File: src/rtl/mult_div_pkg.sv
// mult_div_pkg: shared definitions for the signed multiply/divide unit.
//   DATA_W      operand / result width
//   ITER_COUNT  iterations per multiply or divide
//   CNT_W       width of the iteration counter
//   state_t     FSM state encoding (IDLE, MULT, DIV, DONE)
//   abs_mag     two's-complement magnitude; -2^31 maps to unsigned 2^31
package mult_div_pkg;

  localparam int DATA_W     = 32;
  localparam int ITER_COUNT = 32;
  localparam int CNT_W      = $clog2(ITER_COUNT);

  typedef enum logic [1:0] {
    IDLE = 2'd0,
    MULT = 2'd1,
    DIV  = 2'd2,
    DONE = 2'd3
  } state_t;

  // Magnitude as an unsigned DATA_W value. The most negative input wraps
  // onto itself, which read as unsigned is exactly its magnitude.
  function automatic logic [DATA_W-1:0] abs_mag(input logic [DATA_W-1:0] x);
    abs_mag = x[DATA_W-1] ? (~x + 1'b1) : x;
  endfunction

endpackage

File: src/rtl/mult_div_div_step.sv
// div_step: one iteration of unsigned restoring division (combinational).
//   rem       current partial remainder (DATA_W+1 bits, always < dvs)
//   quo       dividend bits still to shift in (MSB first), quotient bits
//             fill in from the LSB
//   dvs       divisor magnitude (DATA_W+1 bits)
//   rem_next  partial remainder after the trial subtract / restore
//   quo_next  quo shifted left with the new quotient bit appended
module div_step
  import mult_div_pkg::*;
(
  input  logic [DATA_W:0]   rem,
  input  logic [DATA_W-1:0] quo,
  input  logic [DATA_W:0]   dvs,
  output logic [DATA_W:0]   rem_next,
  output logic [DATA_W-1:0] quo_next
);

  logic [DATA_W:0]   shifted;
  logic [DATA_W+1:0] trial;

  always_comb begin
    // rem < dvs <= 2^31, so rem's top bit is always clear and the shifted
    // value fits in DATA_W+1 bits.
    shifted = {rem[DATA_W-1:0], quo[DATA_W-1]};
    trial   = {1'b0, shifted} - {1'b0, dvs};
    if (trial[DATA_W+1]) begin
      // Borrow: divisor does not fit, keep (restore) the shifted remainder.
      rem_next = shifted;
      quo_next = {quo[DATA_W-2:0], 1'b0};
    end else begin
      rem_next = trial[DATA_W:0];
      quo_next = {quo[DATA_W-2:0], 1'b1};
    end
  end

endmodule

File: src/rtl/mult_div.sv
// mult_div: iterative signed 32x32 multiply (radix-2 Booth) and signed
// 32/32 divide (restoring), one iteration per clock, 32 iterations.
//   clk, reset           clock; synchronous active-high reset
//   start_mult/start_div one-cycle requests, honoured only in IDLE;
//                        multiply wins when both are high
//   a, b                 operands, sampled on the accepting edge
//   hi_out / lo_out      product[63:32]/[31:0], or remainder/quotient
//   busy                 high in MULT, DIV and DONE
//   done                 one-cycle pulse when hi_out/lo_out are valid
//   div_zero             set by a divide with b = 0, held until next start
//   fsm_state            current FSM state, for observation
//
// Handshake: a request is accepted on a rising edge where the unit is in
// IDLE and start_mult or start_div is high; there is no back-pressure and
// requests seen outside IDLE are dropped. Results appear on the edge that
// enters DONE and are held until the next completed operation or reset.
module mult_div
  import mult_div_pkg::*;
(
  input  logic              clk,
  input  logic              reset,
  input  logic              start_mult,
  input  logic              start_div,
  input  logic [DATA_W-1:0] a,
  input  logic [DATA_W-1:0] b,
  output logic [DATA_W-1:0] hi_out,
  output logic [DATA_W-1:0] lo_out,
  output logic              busy,
  output logic              done,
  output logic              div_zero,
  output state_t            fsm_state
);

  state_t            state;
  logic [CNT_W-1:0]  cnt;

  // Booth working accumulator {acc_hi, acc_lo, acc_q1} and multiplicand.
  logic [DATA_W-1:0] acc_hi;
  logic [DATA_W-1:0] acc_lo;
  logic              acc_q1;
  logic [DATA_W-1:0] mcand;

  // Division working registers and sign fix-up flags.
  logic [DATA_W:0]   rem;
  logic [DATA_W-1:0] quo;
  logic [DATA_W:0]   dvs;
  logic              neg_q;
  logic              neg_r;

  // Booth next-iteration values. The add/subtract is done one bit wider so
  // that subtracting a multiplicand of -2^31 cannot overflow before the
  // arithmetic shift.
  logic [DATA_W:0]   booth_sum;
  logic [DATA_W-1:0] booth_hi_next;
  logic [DATA_W-1:0] booth_lo_next;
  logic              booth_q1_next;

  always_comb begin
    booth_sum = {acc_hi[DATA_W-1], acc_hi};
    case ({acc_lo[0], acc_q1})
      2'b01:   booth_sum = {acc_hi[DATA_W-1], acc_hi} + {mcand[DATA_W-1], mcand};
      2'b10:   booth_sum = {acc_hi[DATA_W-1], acc_hi} - {mcand[DATA_W-1], mcand};
      default: booth_sum = {acc_hi[DATA_W-1], acc_hi};
    endcase
    booth_hi_next = booth_sum[DATA_W:1];
    booth_lo_next = {booth_sum[0], acc_lo[DATA_W-1:1]};
    booth_q1_next = acc_lo[0];
  end

  logic [DATA_W:0]   rem_next;
  logic [DATA_W-1:0] quo_next;
  logic [DATA_W-1:0] quo_fixed;
  logic [DATA_W-1:0] rem_fixed;

  div_step u_div_step (
    .rem      (rem),
    .quo      (quo),
    .dvs      (dvs),
    .rem_next (rem_next),
    .quo_next (quo_next)
  );

  always_comb begin
    // 32-bit negation wraps 2^31 back to 0x80000000, which gives the
    // required -2^31 / -1 result without a special case.
    quo_fixed = neg_q ? (~quo_next + 1'b1) : quo_next;
    rem_fixed = neg_r ? (~rem_next[DATA_W-1:0] + 1'b1) : rem_next[DATA_W-1:0];
  end

  logic last_iter;
  assign last_iter = (cnt == CNT_W'(ITER_COUNT - 1));

  always_ff @(posedge clk) begin
    if (reset) begin
      state    <= IDLE;
      cnt      <= '0;
      hi_out   <= '0;
      lo_out   <= '0;
      busy     <= 1'b0;
      done     <= 1'b0;
      div_zero <= 1'b0;
      acc_hi   <= '0;
      acc_lo   <= '0;
      acc_q1   <= 1'b0;
      mcand    <= '0;
      rem      <= '0;
      quo      <= '0;
      dvs      <= '0;
      neg_q    <= 1'b0;
      neg_r    <= 1'b0;
    end else begin
      done <= 1'b0;
      case (state)
        IDLE: begin
          if (start_mult) begin
            state    <= MULT;
            busy     <= 1'b1;
            cnt      <= '0;
            div_zero <= 1'b0;
            acc_hi   <= '0;
            acc_lo   <= b;
            acc_q1   <= 1'b0;
            mcand    <= a;
          end else if (start_div) begin
            busy <= 1'b1;
            cnt  <= '0;
            if (b == '0) begin
              // No iterations: flag and finish, results left untouched.
              state    <= DONE;
              done     <= 1'b1;
              div_zero <= 1'b1;
            end else begin
              state    <= DIV;
              div_zero <= 1'b0;
              rem      <= '0;
              quo      <= abs_mag(a);
              dvs      <= {1'b0, abs_mag(b)};
              neg_q    <= a[DATA_W-1] ^ b[DATA_W-1];
              neg_r    <= a[DATA_W-1];
            end
          end
        end

        MULT: begin
          acc_hi <= booth_hi_next;
          acc_lo <= booth_lo_next;
          acc_q1 <= booth_q1_next;
          cnt    <= cnt + 1'b1;
          if (last_iter) begin
            hi_out <= booth_hi_next;
            lo_out <= booth_lo_next;
            state  <= DONE;
            done   <= 1'b1;
          end
        end

        DIV: begin
          rem <= rem_next;
          quo <= quo_next;
          cnt <= cnt + 1'b1;
          if (last_iter) begin
            hi_out <= rem_fixed;
            lo_out <= quo_fixed;
            state  <= DONE;
            done   <= 1'b1;
          end
        end

        DONE: begin
          state <= IDLE;
          busy  <= 1'b0;
          cnt   <= '0;
        end

        default: begin
          state <= IDLE;
          busy  <= 1'b0;
        end
      endcase
    end
  end

  assign fsm_state = state;

endmodule

File: config.mk
export PLATFORM = sky130hd
export DESIGN_NAME = mult_div
export DESIGN_NICKNAME = d
export VERILOG_FILES = /design/src/rtl/mult_div_pkg.sv /design/src/rtl/mult_div_div_step.sv /design/src/rtl/mult_div.sv
export SDC_FILE = /design/constraint.sdc
export NUM_CORES = 1
export LEC_CHECK = 0
export CORE_UTILIZATION = 49
export DETAILED_ROUTE_END_ITERATION = 12
export PLACE_DENSITY = 0.69
export SYNTH_ARGS = -nofsm -noshare
export SYNTH_HDL_FRONTEND = slang
export SYNTH_HIERARCHICAL = 1
export SYNTH_SLANG_ARGS = --single-unit
File: constraint.sdc
create_clock -name clk -period 5.85 [get_ports clk]
set_input_delay 1.17 -clock clk [delete_from_list [all_inputs] [get_ports clk]]
set_output_delay 1.17 -clock clk [all_outputs]
set_load 0.02 [all_outputs]
==> flow_summary.json <==
{
  "crit_type": "reg2reg",
  "multiInputGateArea_sq_um": 12260,
  "num_vias": 18370,
  "fp.coreArea_sq_um": 37670,
  "setup_viol": 0,
  "antenna_found_initial": 1,
  "period_needed_ns": 5.521,
  "worstSetupStartpoint": "rem[18]",
  "clock_path_buffers": 3,
  "root_buffer": "clkbuf_16",
  "skew_ns": 0.01239,
  "route.detailed.drc": 0,
  "dp_hpwl_um": 45860,
  "fin_area_sq_um": 21230,
  "regArea_sq_um": 5385,
  "nets": 2632,
  "p_leak_nw": 7.829,
  "cp.required_ns": 6.37,
  "postPlaceCellArea_sq_um": 20230,
  "cap_violations": 0,
  "status": "finished, final reports clean",
  "endpoint_kind": "register",
  "hold_class": "reg2reg",
  "synth_cells": 2473,
  "max_stage_delay_ns": 0.58,
  "rows": 71,
  "dieHeight_um": 197.6,
  "grt_pass1_vias": 17230,
  "diodes": 0,
  "fin_setup_tns_ns": 0,
  "ir_worst_vdd_mv": 0.2501,
  "cts_resized": 0,
  "holdBufCountCts": 0,
  "portBuffers": 136,
  "period_share_pct": 94.38,
  "cts.sinks": 269,
  "synth_fp_nets": 2620,
  "path_max_fanout": 17,
  "clk_pin_slew_worst_paths_ns": 0.06,
  "drive_above_1_share_pct": 5.742,
  "maxSlewViolCount": 0,
  "rsz0062_at_grt": "false",
  "crit_path_cell_trace": "ha_1 -> a21oi_2 -> a211oi_1 -> o41a_1 -> a211o_1 -> o211a_1 -> o41a_2 -> buf_4 -> mux2_4 -> or4_1 -> o41ai_1 -> nand3b_1 -> a21oi_1 -> xor2_1 -> a31oi_1 -> or3b_1 -> nand3_1",
  "htreeDepth": 1,
  "timing.final.hold_violations": 0,
  "worstSetupStartpointType": "register",
  "worstPathArrival_ns": 6.04,
  "grt_max_degree": 133,
  "finalWirelength_um": 61250,
  "gp_congestion": 0.9416,
  "nFillCells": 3610,
  "overflow": 0,
  "crit_family": "compound AO/OA/AOI/OAI gates",
  "powerDensity_nw_per_um2": 410.8,
  "post_cts_buffers": 0,
  "reg2reg_from": "rem[18]",
  "syn_area_per_cell_sq_um": 7.583,
  "io_pins": 137,
  "first_iter_violations": 1498,
  "fmax_mhz": 181.1,
  "postRouteAntennaNets": 0,
  "via_per_inst": 6.085,
  "routedWlPerCell_um": 20.29,
  "cts_tree": "built",
  "area_delta_synth_final_pct": 13.22,
  "start_util_pct": 49.78,
  "holdCritStartpoint": "hi_out[27]",
  "clkLatencyLatePin_ns": 0.58,
  "track_usage_pct": 30.96,
  "netlist_area_sq_um": 18750,
  "relSlewSlack_pct": 20.61,
  "firstDrtPassIters": 6,
  "grt_pass1_wl_um": 95570,
  "cts-buffers-inserted": 31,
  "slowest_stage": "or4_1",
  "worst_slew_pin_slew_ns": 1.186,
  "dieArea_sq_um": 39060,
  "yosys_warnings": 6,
  "die_w_um": 197.6,
  "cp_num_buf_inv": 1
}
==> layer usage <==
layer	vias to the layer above	global-route usage, %	wire, um
met5	-	0	11
met4	2	12.06	2393
met3	135	4.251	3998
met2	610	50.13	27790
met1	8733	41.49	27060
li1	8890	-	-
==> layout by cell type, fill, tap and decap left out, types with 20 or more instances in the layout <==
cell type,n
nand3_1,63
o211ai_1,44
mux2_4,23
inv_1,70
nand2_1,335
and3_1,20
buf_4,38
nor3_1,43
o21ai_0,97
or3_1,25
nand2b_1,31
clkbuf_16,31
ha_1,75
o31ai_1,53
nor2_1,236
xnor2_1,103
o21ai_1,22
mux2i_1,45
a22oi_1,26
xor2_1,88
a21o_1,25
a21oi_1,225
a211oi_1,95
clkdlybuf4s50_1,135
dfxtp_1,269
==> worst register-to-register path, cell delays in order (launching register included) <==
cell and delay, ns:
dfxtp_1 0.35, ha_1 0.41, a21oi_2 0.22, a211oi_1 0.10, o41a_1 0.42, a211o_1 0.30, o211a_1 0.24, o41a_2 0.54
buf_4 0.27, mux2_4 0.36, or4_1 0.58, o41ai_1 0.45, nand3b_1 0.21, a21oi_1 0.21, xor2_1 0.12, a31oi_1 0.25
or3b_1 0.37, nand3_1 0.08
==> flip-flops by register name, summed over array words and instances, names as in the netlist, 2 cells and up <==
name	cells
acc_lo	32
fsm_state	2
acc_hi	32
mcand	32
lo_out	32
dvs	32
rem	32
cnt	5
quo	32
hi_out	32
==> cell type report <==
| cell class | instances | share of cell area, % |
|---|---|---|
| inverter | 73 | 1.291 |
| clock inverter | 11 | 0.4420 |
| multi-input combinational | 1935 | 57.75 |
| tap | 511 | 3.011 |
| timing repair buffer | 175 | 7.867 |
| clock buffer | 45 | 4.278 |
| sequential | 269 | 25.36 |
==> stage by stage <==
stage          hold slack, ns  worst slack, ns  total power [mW]  util, %  instances
2_1_floorplan          0.4319           0.8455             5.620        -       2473
3_3_place_gp           0.4309           0.5177             6.693    53.71       2963
3_5_place_dp           0.4336           0.4176             6.770    53.71       2963
4_1_cts                0.4422           0.3891             8.707    56.37       3019
5_1_grt                0.4519          0.05268             9.280    56.37       3019
6_report               0.4419           0.3286             8.722    56.37       3019
==> power by group <==
| part | total (mW) | internal (mW) | switching [mW] |
|---|---|---|---|
| clock network | 1.92 | 1.12 | 0.807 |
| logic | 4.41 | 1.57 | 2.83 |
| registers | 2.39 | 2.09 | 0.302 |
| total | 8.72 | 4.78 | 3.94 |
==> path summary, 6_finish.rpt <==
check                           slack [ns]    endpoint  depth (start not counted)
worst min-delay path                  0.44  hi_out[27]                          2
worst max-delay path                  0.33  hi_out[28]                         17
worst min register to register        0.44  hi_out[27]                          2
worst max register to register        0.33  hi_out[28]                         17
(Power assumes the default switching activity.)
